### config.mk
export PLATFORM = sky130hd
export DESIGN_NAME = bus_trig_ctrl
export DESIGN_NICKNAME = d
export VERILOG_FILES = /design/src/rtl/bus_trig_ctrl.sv
export SDC_FILE = /design/constraint.sdc
export NUM_CORES = 1
export LEC_CHECK = 0
export BUFFER_PORTS_ARGS = -buffer_cell sky130_fd_sc_hd__buf_2
export CAP_MARGIN = 20
export CORE_UTILIZATION = 50
export DETAILED_ROUTE_END_ITERATION = 10
export GPL_TIMING_DRIVEN = 1
export PLACE_DENSITY = 0.76
export SLEW_MARGIN = 10
export SYNTH_ARGS = -nofsm -noshare
export SYNTH_HDL_FRONTEND = slang
export SYNTH_SLANG_ARGS = --single-unit
export TNS_END_PERCENT = 1
### constraint.sdc
create_clock -name clk -period 1.9 [get_ports clk]
set_input_delay 0.095 -clock clk [delete_from_list [all_inputs] [get_ports clk]]
set_output_delay 0.095 -clock clk [all_outputs]
set_load 0.005 [all_outputs]
### src/rtl/bus_trig_ctrl.sv
`default_nettype none
// =============================================================================
//  Module      : bus_trig_ctrl
//  Description : Brings the tck-domain trigger word into clk, decodes it and
//                gates the bus-tap FIFO capture enable (trigger + post count).
//                Optional match-event counter: define BUS_TRIG_EVT_CNT_EN.
//  Revision    : 1.0 - initial release
// =============================================================================
module bus_trig_ctrl #(
   parameter int trig_width = 32
) (
   input  logic                  clk,
   input  logic                  rst,
   input  logic [trig_width-1:0] trig_in,
   input  logic [15:0]           bus_addr,
   input  logic                  bus_wr,
   input  logic                  bus_rd,
   output logic                  cap_en,
   output logic                  armed,
   output logic                  triggered
`ifdef BUS_TRIG_EVT_CNT_EN
   ,
   output logic [15:0]           trig_evt_cnt
`endif
);

   typedef enum logic [1:0] {
      ST_IDLE    = 2'd0,
      ST_ARMED   = 2'd1,
      ST_CAPTURE = 2'd2,
      ST_DONE    = 2'd3
   } state_t;

   localparam logic [1:0] c_MODE_ANY   = 2'b00;
   localparam logic [1:0] c_MODE_WR    = 2'b01;
   localparam logic [1:0] c_MODE_RD    = 2'b10;

   logic [trig_width-1:0] s1_q, s2_q, s3_q;
   logic [trig_width-1:0] trig_cur_q, trig_cur_d;
   state_t                state_q, state_d;
   logic [12:0]           cnt_q, cnt_d;
   logic                  armed_q, armed_d;
   logic                  triggered_q, triggered_d;

   logic                  w_load;
   logic                  w_arm;
   logic [1:0]            w_mode;
   logic [12:0]           w_post_cnt;
   logic [15:0]           w_cmp_addr;
   logic                  w_any;
   logic                  w_acc;
   logic                  w_match;

   assign w_arm      = trig_cur_q[31];
   assign w_mode     = trig_cur_q[30:29];
   assign w_post_cnt = trig_cur_q[28:16];
   assign w_cmp_addr = trig_cur_q[15:0];
   assign w_any      = bus_wr | bus_rd;

   // Two equal consecutive samples reject words caught mid-update with bit skew.
   assign w_load     = (s2_q == s3_q) && (s2_q != trig_cur_q);

   always_comb begin
      w_acc = 1'b0;
      case (w_mode)
         c_MODE_ANY: w_acc = w_any;
         c_MODE_WR:  w_acc = bus_wr;
         c_MODE_RD:  w_acc = bus_rd;
         default:    w_acc = 1'b0;
      endcase
   end

   assign w_match = w_acc && (bus_addr == w_cmp_addr);

   always_comb begin
      state_d    = state_q;
      cnt_d      = cnt_q;
      trig_cur_d = trig_cur_q;
      cap_en     = 1'b0;
      if (w_load) begin
         // A new word discards whatever was in progress, including this cycle's access.
         trig_cur_d = s2_q;
         state_d    = s2_q[31] ? ST_ARMED : ST_IDLE;
      end else begin
         case (state_q)
            ST_ARMED: begin
               if (w_mode == 2'b11) begin
                  state_d = ST_CAPTURE;
                  cnt_d   = w_post_cnt;
               end else if (w_match) begin
                  cap_en = 1'b1;
                  if (w_post_cnt == 13'd0) begin
                     state_d = ST_DONE;
                  end else begin
                     state_d = ST_CAPTURE;
                     cnt_d   = w_post_cnt;
                  end
               end
            end
            ST_CAPTURE: begin
               // Only a forced trigger with zero post count arrives here with cnt 0.
               if (cnt_q == 13'd0) begin
                  state_d = ST_DONE;
               end else if (w_any) begin
                  cap_en = 1'b1;
                  cnt_d  = cnt_q - 13'd1;
                  if (cnt_q == 13'd1) begin
                     state_d = ST_DONE;
                  end
               end
            end
            default: begin
            end
         endcase
      end
      armed_d     = (state_d == ST_ARMED);
      triggered_d = (state_d == ST_CAPTURE) || (state_d == ST_DONE);
   end

   always_ff @(posedge clk) begin
      if (rst) begin
         s1_q        <= '0;
         s2_q        <= '0;
         s3_q        <= '0;
         trig_cur_q  <= '0;
         state_q     <= ST_IDLE;
         cnt_q       <= '0;
         armed_q     <= 1'b0;
         triggered_q <= 1'b0;
      end else begin
         s1_q        <= trig_in;
         s2_q        <= s1_q;
         s3_q        <= s2_q;
         trig_cur_q  <= trig_cur_d;
         state_q     <= state_d;
         cnt_q       <= cnt_d;
         armed_q     <= armed_d;
         triggered_q <= triggered_d;
      end
   end

   assign armed     = armed_q;
   assign triggered = triggered_q;

`ifdef BUS_TRIG_EVT_CNT_EN
   logic [15:0] evt_cnt_q, evt_cnt_d;

   always_comb begin
      evt_cnt_d = evt_cnt_q;
      if (w_load) begin
         evt_cnt_d = 16'd0;
      end else if (w_arm && w_match && (evt_cnt_q != 16'hFFFF)) begin
         evt_cnt_d = evt_cnt_q + 16'd1;
      end
   end

   always_ff @(posedge clk) begin
      if (rst) begin
         evt_cnt_q <= 16'd0;
      end else begin
         evt_cnt_q <= evt_cnt_d;
      end
   end

   assign trig_evt_cnt = evt_cnt_q;
`endif

endmodule
`default_nettype wire

==> impl_summary.txt, run 1 <==
----------------------------------------------------
[Critical path]
  Data arrival time of the critical path ... about 2.3 ns
  Element type at the critical path end ... primary output
  Worst flop-to-flop path endpoint ... cnt_q[12]
  Startpoint of the most critical register-to-register path ... s2_q[27]
  Max FO, Critical Path ... 2
  Depth of the worst register-to-register path ... 9
  Type of element launching the critical path ... flip-flop
  Flop2flop setup slack ... -0.50 ns
  Crit path required time ... roughly 1.8 ns
  Type of the setup path with the least slack ... reg2out

[Drt]
  Number of iterations in the first detailed-routing pass ... 9
  Iteration-0 DRC count of the detailed router ... 257
  Avg WL per Cell ... 16.95 µm
  Routed WL ... 15,290 µm
  Remaining routing DRC violations ... 3
  Post-route antenna net violation count ... 0
  Total vias in the final route ... about 4,800
  Via density ... 5.288

[STA]
  Actual transition at the worst max-transition pin ... around 0.75 ns
  Minimum setup slack in the final design ... -0.5297 ns
  Total count of hold-check failures in the final report ... 0
  Max Clock Freq ... 411.6 MHz
  Final slew viol count ... 0
  Tightest hold margin ... about 0.062 ns
  Final Setup Violations ... 50
  Final Critical Period ... 2.430 ns
  Unrepaired setup endpoints after global routing ... yes
  Share of the clock period used by the worst path ... 127.9%
  Clk_skew ... about 0.0095 ns
  Relative slew slack ... around 50%

[Synth]
  Synthesized Nets ... ~630
  Part of the Yosys area used for sequential elements ... between 40% and 50%
  Number of enable-type register cells in the synthesized netlist ... 0
  Proportion of register bits with asynchronous set or reset after synthesis ... 0%
  Syn avg cell area ... 10.48 µm²
  Post-synth cell types ... 58
  Total number of yosys warnings ... 0
  Flops & latches, synth ... ~150
  Dominant synthesized flop cell ... sky130_fd_sc_hd__dfxtp_1
  Cell area after synthesis ... 0.006025 mm²
  Cells after synthesis ... between 500 and 600

[Final layout]
  Proportion of layout cells with a drive suffix above 1 ... around 32%
  Area Growth Syn to Fin ... 38.36%
  N_diodes ... 0
  Most common library cell in the layout ignoring fill and taps ... sky130_fd_sc_hd__dfxtp_1
  Net count of the finished layout ... ~800
  Most used cells in the layout excluding fill and tap cells ... 136 x sky130_fd_sc_hd__dfxtp_1, 97 x sky130_fd_sc_hd__nor2b_1, 86 x sky130_fd_sc_hd__buf_4, 53 x sky130_fd_sc_hd__buf_2, 46 x sky130_fd_sc_hd__xor2_1
  Post-layout instance count excluding filler cells ... between 900 and 1,000

[Placement]
  Cell count after placement ... about 830
  Placer's final routability congestion estimate ... between 0.8 and 0.9
  Number of port buffers ... 54
  Detailed placement HPWL ... around 10000 µm
  Minimum setup slack after placement ... -0.5104 ns

[Min path]
  Worst-case hold path end point ... triggered
  Worst min-delay path startpoint ... rst
  Path type of the worst min-delay path ... in2reg
  Cell depth of the worst min-delay path ... 2

[GRT]
  Total global routing overflow ... 0
  Vias in the first global route ... just under 5,000
  Antenna violations before repair ... 0
  GRT Util Overall ... about a quarter
  Largest net degree at the start of global routing ... 59
  First-pass GRT wire length ... between 20,000 and 25,000 µm

[Pwr]
  Power density of the placed cells ... between 1000 and 1500 mW/mm²
  Lkg Pwr ... roughly 3.4 nW
  Total Power Consumption ... between 0.009 and 0.01 W
  Largest vdd supply drop ... approximately 0.84 mV

[Clock tree]
  Reg clk slew, reported paths ... 0.06 ns
  Clock buffer depth ... 2
  Master cell of the clock root buffer ... sky130_fd_sc_hd__clkbuf_16
  Clock Latency Late Sink ... around 0.42 ns
  TritonCTS clock tree ... built
  TritonCTS buffer count ... 17
  Total number of clock tree sinks ... between 100 and 150
  H-tree depth ... 4

[Floorplanning]
  Floorplan core area ... about 0.012 mm²
  Die Span Y ... about 110 µm
  Top-level I/O count ... 55
  Starting Density ... between 50% and 60%
  Number of rows created at floorplan ... 39
  Die boundary width ... around 110 µm
  Total Die Area ... between 0.01 and 0.015 mm²

[Outcome]
  Violated checks ... DRC, setup timing
  Outcome ... complete, but fails checks

[Job]
  Number of violations of the max-capacitance limit ... 0

----------------------------------------------------
cells in the mapped netlist, types with 9 or more instances:
cell,instances,area [µm²]
sky130_fd_sc_hd__nor3_1,9,45.04
sky130_fd_sc_hd__clkbuf_1,20,75.07
sky130_fd_sc_hd__xor2_1,46,402.9
sky130_fd_sc_hd__nor2b_1,97,606.8
sky130_fd_sc_hd__nand4_1,10,62.56
sky130_fd_sc_hd__dfxtp_1,145,2903
sky130_fd_sc_hd__xnor2_1,34,297.8
sky130_fd_sc_hd__nand2_1,19,71.32
sky130_fd_sc_hd__nor2_1,41,153.9
sky130_fd_sc_hd__nor4_1,20,125.1
sky130_fd_sc_hd__mux2i_1,35,350.3
per-layer routing:
metal  global-route usage [%]  routed length, µm  share of wire (%)  up-vias
li1                         -                  -                  -     2312
met1                    29.45               6364                 42     2235
met2                    42.28               7392                 48      171
met3                    5.716                747                4.9       52
met4                    16.85                784                5.1        0
met5                        0                  0                  0        -
worst max-delay path, stage by stage (launching register included):
cell,delay (ns)
sky130_fd_sc_hd__dfxtp_2,0.32
sky130_fd_sc_hd__or4_4,0.55
sky130_fd_sc_hd__nor4b_4,0.39
sky130_fd_sc_hd__a21oi_4,0.11
sky130_fd_sc_hd__buf_6,0.13
sky130_fd_sc_hd__a22oi_2,0.22
sky130_fd_sc_hd__nor3_4,0.06
sky130_fd_sc_hd__buf_2,0.13
registers in the layout, summed over array words and instances (netlist names):
name,count
s3_q,32
triggered,1
armed,1
s2_q,32
cnt_q,13
trig_cur_q,32
state_q,2
s1_q,32
where the power goes:
group          internal, W  switching, W
Sequential         0.00318     0.0000937
Clock              0.00186       0.00145
Combinational      0.00131       0.00136
worst max-delay path by stage:
stage	start	endpoint	slack (ns)	depth (start not counted)
6_report	cnt_q[8]	cap_en	-0.53	7
5_1_grt	cnt_q[8]	cap_en	-0.61	7
4_1_cts	cnt_q[8]	cap_en	-0.51	7
3_5_place_dp	s2_q[27]	cnt_q[0]	-0.51	8
3_3_place_gp	s2_q[27]	cnt_q[0]	-0.43	8
2_1_floorplan	cnt_q[6]	cnt_q[1]	-0.04	6
stage by stage:
| stage | util (%) | TNS [ns] | area [µm²] |
|---|---|---|---|
| finish | 72.08 | -15.86 | 8335 |
| global placement | 61.91 | -12.94 | 7159 |
| CTS | 71.29 | -12.75 | 8244 |
| detailed placement | 61.91 | -17.08 | 7159 |
| global route | 72.08 | -18.04 | 8335 |
| floorplan | - | -1.258 | 6155 |
what timing repair did:
| action | in CTS | in global routing |
|---|---|---|
| hold buffers | 32 | 0 |
| setup endpoints to repair | 50 | 50 |
| gates resized for setup | 25 | 11 |
| buffers inserted | 6 | 4 |
| pin swaps | 21 | 10 |
| endpoints found under the hold margin | 32 | 0 |
area by class of cell:
cell class,count,area (µm²)
Tap cell,143,178.9
Multi-Input combinational cell,395,3242
Inverter,7,26.28
Fill cell,762,3229
Sequential cell,145,2922
Clock inverter,15,165.2
Clock buffer,17,425.4
Timing Repair Buffer,180,1376
cell families (layout without fill, tap and decap cells):
family	count (synthesis)	count (layout)	synth area share, %
adders and majority gates	6	6	1.246
muxes	35	35	5.815
buffers and inverters	35	219	2.762
xor gates and xnor gates	80	80	11.63
AOI/OAI and AO/OA	53	53	9.055
and+or+nand+nor	221	221	21.31
DFF	145	145	48.18
No activity file was read; power rests on OpenSTA's default activity.
==> run 2, diff against run 1 <==
- PLACE_DENSITY: 0.76 -> 0.73
- clock period: 1.9 -> 2.45 ns (I/O delays scaled with it)
==> run 2 against run 1 <==
The run ends with DRC left. Die area is the same. Combinational power shrank 40%. Total power shrank 29%. Global-route usage shrank 1.8 points. Non-clock buffer count shrank 50. Sequential power shrank 22%. Sequential cell count is the same. Largest cell class unchanged. Highest routed layer unchanged.
==> impl_summary.txt, run 2 (same netlist as run 1, synthesis figures left out) <==
----------------------------------------------------
[GRT]
  GRT Util Overall ... 23.64% (-1.8 points)
  First-pass GRT wire length ... 22,450 µm (-8.1%)
  Largest net degree at the start of global routing ... 66 (+12%)
  Antenna violations before repair ... 0 (unchanged)
  Total global routing overflow ... 0 (unchanged)
  Vias in the first global route ... 4,485 (-8.5%)

[Floorplanning]
  Total Die Area ... 0.01249 mm² (unchanged)
  Top-level I/O count ... 55 (unchanged)
  Starting Density ... 52.09% (unchanged)
  Floorplan core area ... 0.01156 mm² (unchanged)
  Die boundary width ... 111.8 µm (unchanged)
  Number of rows created at floorplan ... 39 (unchanged)
  Die Span Y ... 111.8 µm (unchanged)

[STA]
  Clk_skew ... 0.01124 ns (+0.001719 ns)
  Max Clock Freq ... roughly 420 MHz
  Final Critical Period ... 2.396 ns
  Unrepaired setup endpoints after global routing ... yes
  Total count of hold-check failures in the final report ... 0 (unchanged)
  Relative slew slack ... 52.26% (+2.3 points)
  Minimum setup slack in the final design ... 0.05411 ns (+0.5838 ns)
  Final Setup Violations ... 0 (-100%)
  Actual transition at the worst max-transition pin ... 0.7162 ns (-0.03065 ns)
  Share of the clock period used by the worst path ... a little over nine tenths
  Final slew viol count ... 0 (unchanged)
  Post-route setup TNS ... 0 ns (+15.86 ns)

[Pwr]
  Largest vdd supply drop ... 0.4726 mV (-44%)
  Power density of the placed cells ... 851.3 mW/mm² (-23%)
  Lkg Pwr ... 3.150 nW (-8.6%)

[Drt]
  Total vias in the final route ... 4,528 (-5.1%)
  Number of iterations in the first detailed-routing pass ... 8 (-1)
  Remaining routing DRC violations ... 1 (-2)
  Post-route antenna net violation count ... 0 (unchanged)
  Avg WL per Cell ... 16.61 µm (-2.0%)
  Routed WL ... 14,170 µm (-7.3%)
  Via density ... 5.308 (+0.38%)
  Iteration-0 DRC count of the detailed router ... 258 (+0.39%)

[Clock tree]
  H-tree depth ... 4 (unchanged)
  Clock Latency Late Sink ... 0.42 ns (about the same)
  Reg clk slew, reported paths ... 0.06 ns (about the same)
  Total number of clock tree sinks ... 145 (unchanged)
  TritonCTS clock tree ... built
  Master cell of the clock root buffer ... sky130_fd_sc_hd__clkbuf_16
  TritonCTS buffer count ... 17 (unchanged)
  Clock buffer depth ... 2 (unchanged)

[Critical path]
  Most used cell along the critical path ... sky130_fd_sc_hd__buf_4
  WP buf/inv ... 2 (unchanged)
  Element type at the critical path end ... flip-flop
  Worst path cell trace ... or4_4 -> nor4b_4 -> buf_4 -> buf_4 -> a21o_2 -> or4_1 -> a2111oi_4 -> o32ai_2
  Delay-heaviest family, CP ... compound AO/OA/AOI/OAI gates
  Depth of the worst register-to-register path ... 8 (-1)
  Startpoint of the most critical register-to-register path ... cnt_q[9]
  Data arrival time of the critical path ... 2.66 ns (+0.33 ns)
  Max FO, Critical Path ... 8 (+6)
  Type of the setup path with the least slack ... reg2reg
  Crit path required time ... 2.71 ns (+0.91 ns)
  Flop2flop setup slack ... 0.05 ns (+0.55 ns)
  Maximum cell stage delay along the critical path ... 0.55 ns (about the same)
  Slowest stage cell on the critical path ... sky130_fd_sc_hd__or4_1
  Type of element launching the critical path ... flip-flop
  Worst flop-to-flop path endpoint ... cnt_q[10]

[Outcome]
  Outcome ... complete, but fails checks
  Violated checks ... DRC

[Final layout]
  Area Growth Syn to Fin ... 28.45%
  Proportion of layout cells with a drive suffix above 1 ... 25.07% (-7.3 points)
  Final cell area excluding filler cells ... 0.007739 mm² (-7.2%)
  Most used cells in the layout excluding fill and tap cells ... 141 x sky130_fd_sc_hd__dfxtp_1, 97 x sky130_fd_sc_hd__nor2b_1, 53 x sky130_fd_sc_hd__buf_2, 45 x sky130_fd_sc_hd__xor2_1, 43 x sky130_fd_sc_hd__buf_4
  Most common library cell in the layout ignoring fill and taps ... sky130_fd_sc_hd__dfxtp_1
  N_diodes ... 0 (unchanged)
  Area of combinational cells with multiple inputs ... 0.003124 mm² (-3.6%)
  Fillers ... 887 (+16%)
  Net count of the finished layout ... 755 (-6.1%)
  Footprint of the flip-flops and latches ... 0.002908 mm² (-0.47%)

[Placement]
  Detailed placement HPWL ... 9322 µm (-5.5%)
  Number of port buffers ... 54 (unchanged)
  Post-place instance area ... 0.006619 mm² (-7.5%)
  Minimum setup slack after placement ... -0.06507 ns (+0.4453 ns)
  Placer's final routability congestion estimate ... 0.8559 (-0.79%)

[Min path]
  Path type of the worst min-delay path ... in2reg
  Worst min-delay path startpoint ... rst
  Worst-case hold path end point ... trig_cur_q[6]
  Cell depth of the worst min-delay path ... 2 (unchanged)

[Job]
  Number of violations of the max-capacitance limit ... 0 (unchanged)

----------------------------------------------------
==> run 2: cell types whose count changed in the layout (fill, tap and decap cells not counted), moves of 3 or more <==
| cell | previous run | this run |
|---|---|---|
| sky130_fd_sc_hd__buf_12 | 5 | 1 |
| sky130_fd_sc_hd__buf_4 | 86 | 43 |
| sky130_fd_sc_hd__buf_6 | 4 | 1 |
| sky130_fd_sc_hd__clkinv_2 | 0 | 5 |
| sky130_fd_sc_hd__dfxtp_1 | 136 | 141 |
| sky130_fd_sc_hd__dfxtp_4 | 3 | 0 |
| sky130_fd_sc_hd__inv_8 | 4 | 0 |
| sky130_fd_sc_hd__nor4_1 | 6 | 14 |
| sky130_fd_sc_hd__nor4_2 | 13 | 6 |
| sky130_fd_sc_hd__xnor2_1 | 31 | 34 |
==> run 2: how the worst max path moves through the flow <==
stage                  start             end  slack [ns]  cells after the start
2_1_floorplan  trig_cur_q[2]       cnt_q[10]        0.40                      7
6_report            cnt_q[9]       cnt_q[10]        0.05                      8
5_1_grt             cnt_q[9]       cnt_q[10]       -0.03                      8
4_1_cts             s2_q[19]  trig_cur_q[19]       -0.03                      7
3_5_place_dp        s2_q[19]  trig_cur_q[14]       -0.07                      7
3_3_place_gp        s2_q[22]        cnt_q[5]        0.03                      6
==> run 2: timing repair <==
action / CTS / global route
hold endpoints to repair: 32 / 0
gates resized for setup: 8 / 19
hold buffers: 32 / 0
gates cloned: 1 / 0
endpoints found under the setup margin: 30 / 45
setup buffers: 3 / 5
pin swaps: 4 / 11
==> run 2: cell type report <==
class / count / area share (%)
clock buffer: 20 / 5.901
multi-input combinational: 396 / 40.37
clock inverter: 12 / 1.358
timing repair buffer: 130 / 12.14
tap: 143 / 2.312
inverter: 7 / 0.3395
sequential: 145 / 37.57
==> run 2: metrics by stage <==
| step | utilization, % | hold slack, ns | total power, W | std cells |
|---|---|---|---|---|
| floorplan | - | 0.2507 | 0.003559 | 575 |
| finish | 66.92 | 0.04260 | 0.006588 | 853 |
| detailed placement | 57.23 | 0.3346 | 0.003919 | 780 |
| global route | 66.92 | 0.03625 | 0.006867 | 853 |
| global placement | 57.23 | 0.3306 | 0.003886 | 780 |
| CTS | 65.57 | 0.02854 | 0.006447 | 848 |
==> run 2: routing by layer <==
layer / wire length (µm) / track usage (%) / vias to the layer above
li1: - / - / 2214
met1: 5941 / 28.04 / 2156
met2: 7063 / 40.21 / 125
met3: 729 / 5.661 / 33
met4: 430 / 11.26 / 0
met5: 0 / 0 / -
==> run 2: where the power goes <==
part	total [W]	internal [W]	switching [W]
Sequential	0.00255	0.00247	0.0000813
Combinational	0.00161	0.000707	0.000903
Clock	0.00242	0.00145	0.000974
==> run 2: worst register-to-register path, stage by stage (launching register included) <==
cell                        delay, ns
sky130_fd_sc_hd__dfxtp_1         0.38
sky130_fd_sc_hd__or4_4           0.18
sky130_fd_sc_hd__nor4b_4         0.05
sky130_fd_sc_hd__buf_4           0.16
sky130_fd_sc_hd__buf_4           0.13
sky130_fd_sc_hd__a21o_2          0.27
sky130_fd_sc_hd__or4_1           0.55
sky130_fd_sc_hd__a2111oi_4       0.39
sky130_fd_sc_hd__o32ai_2         0.13
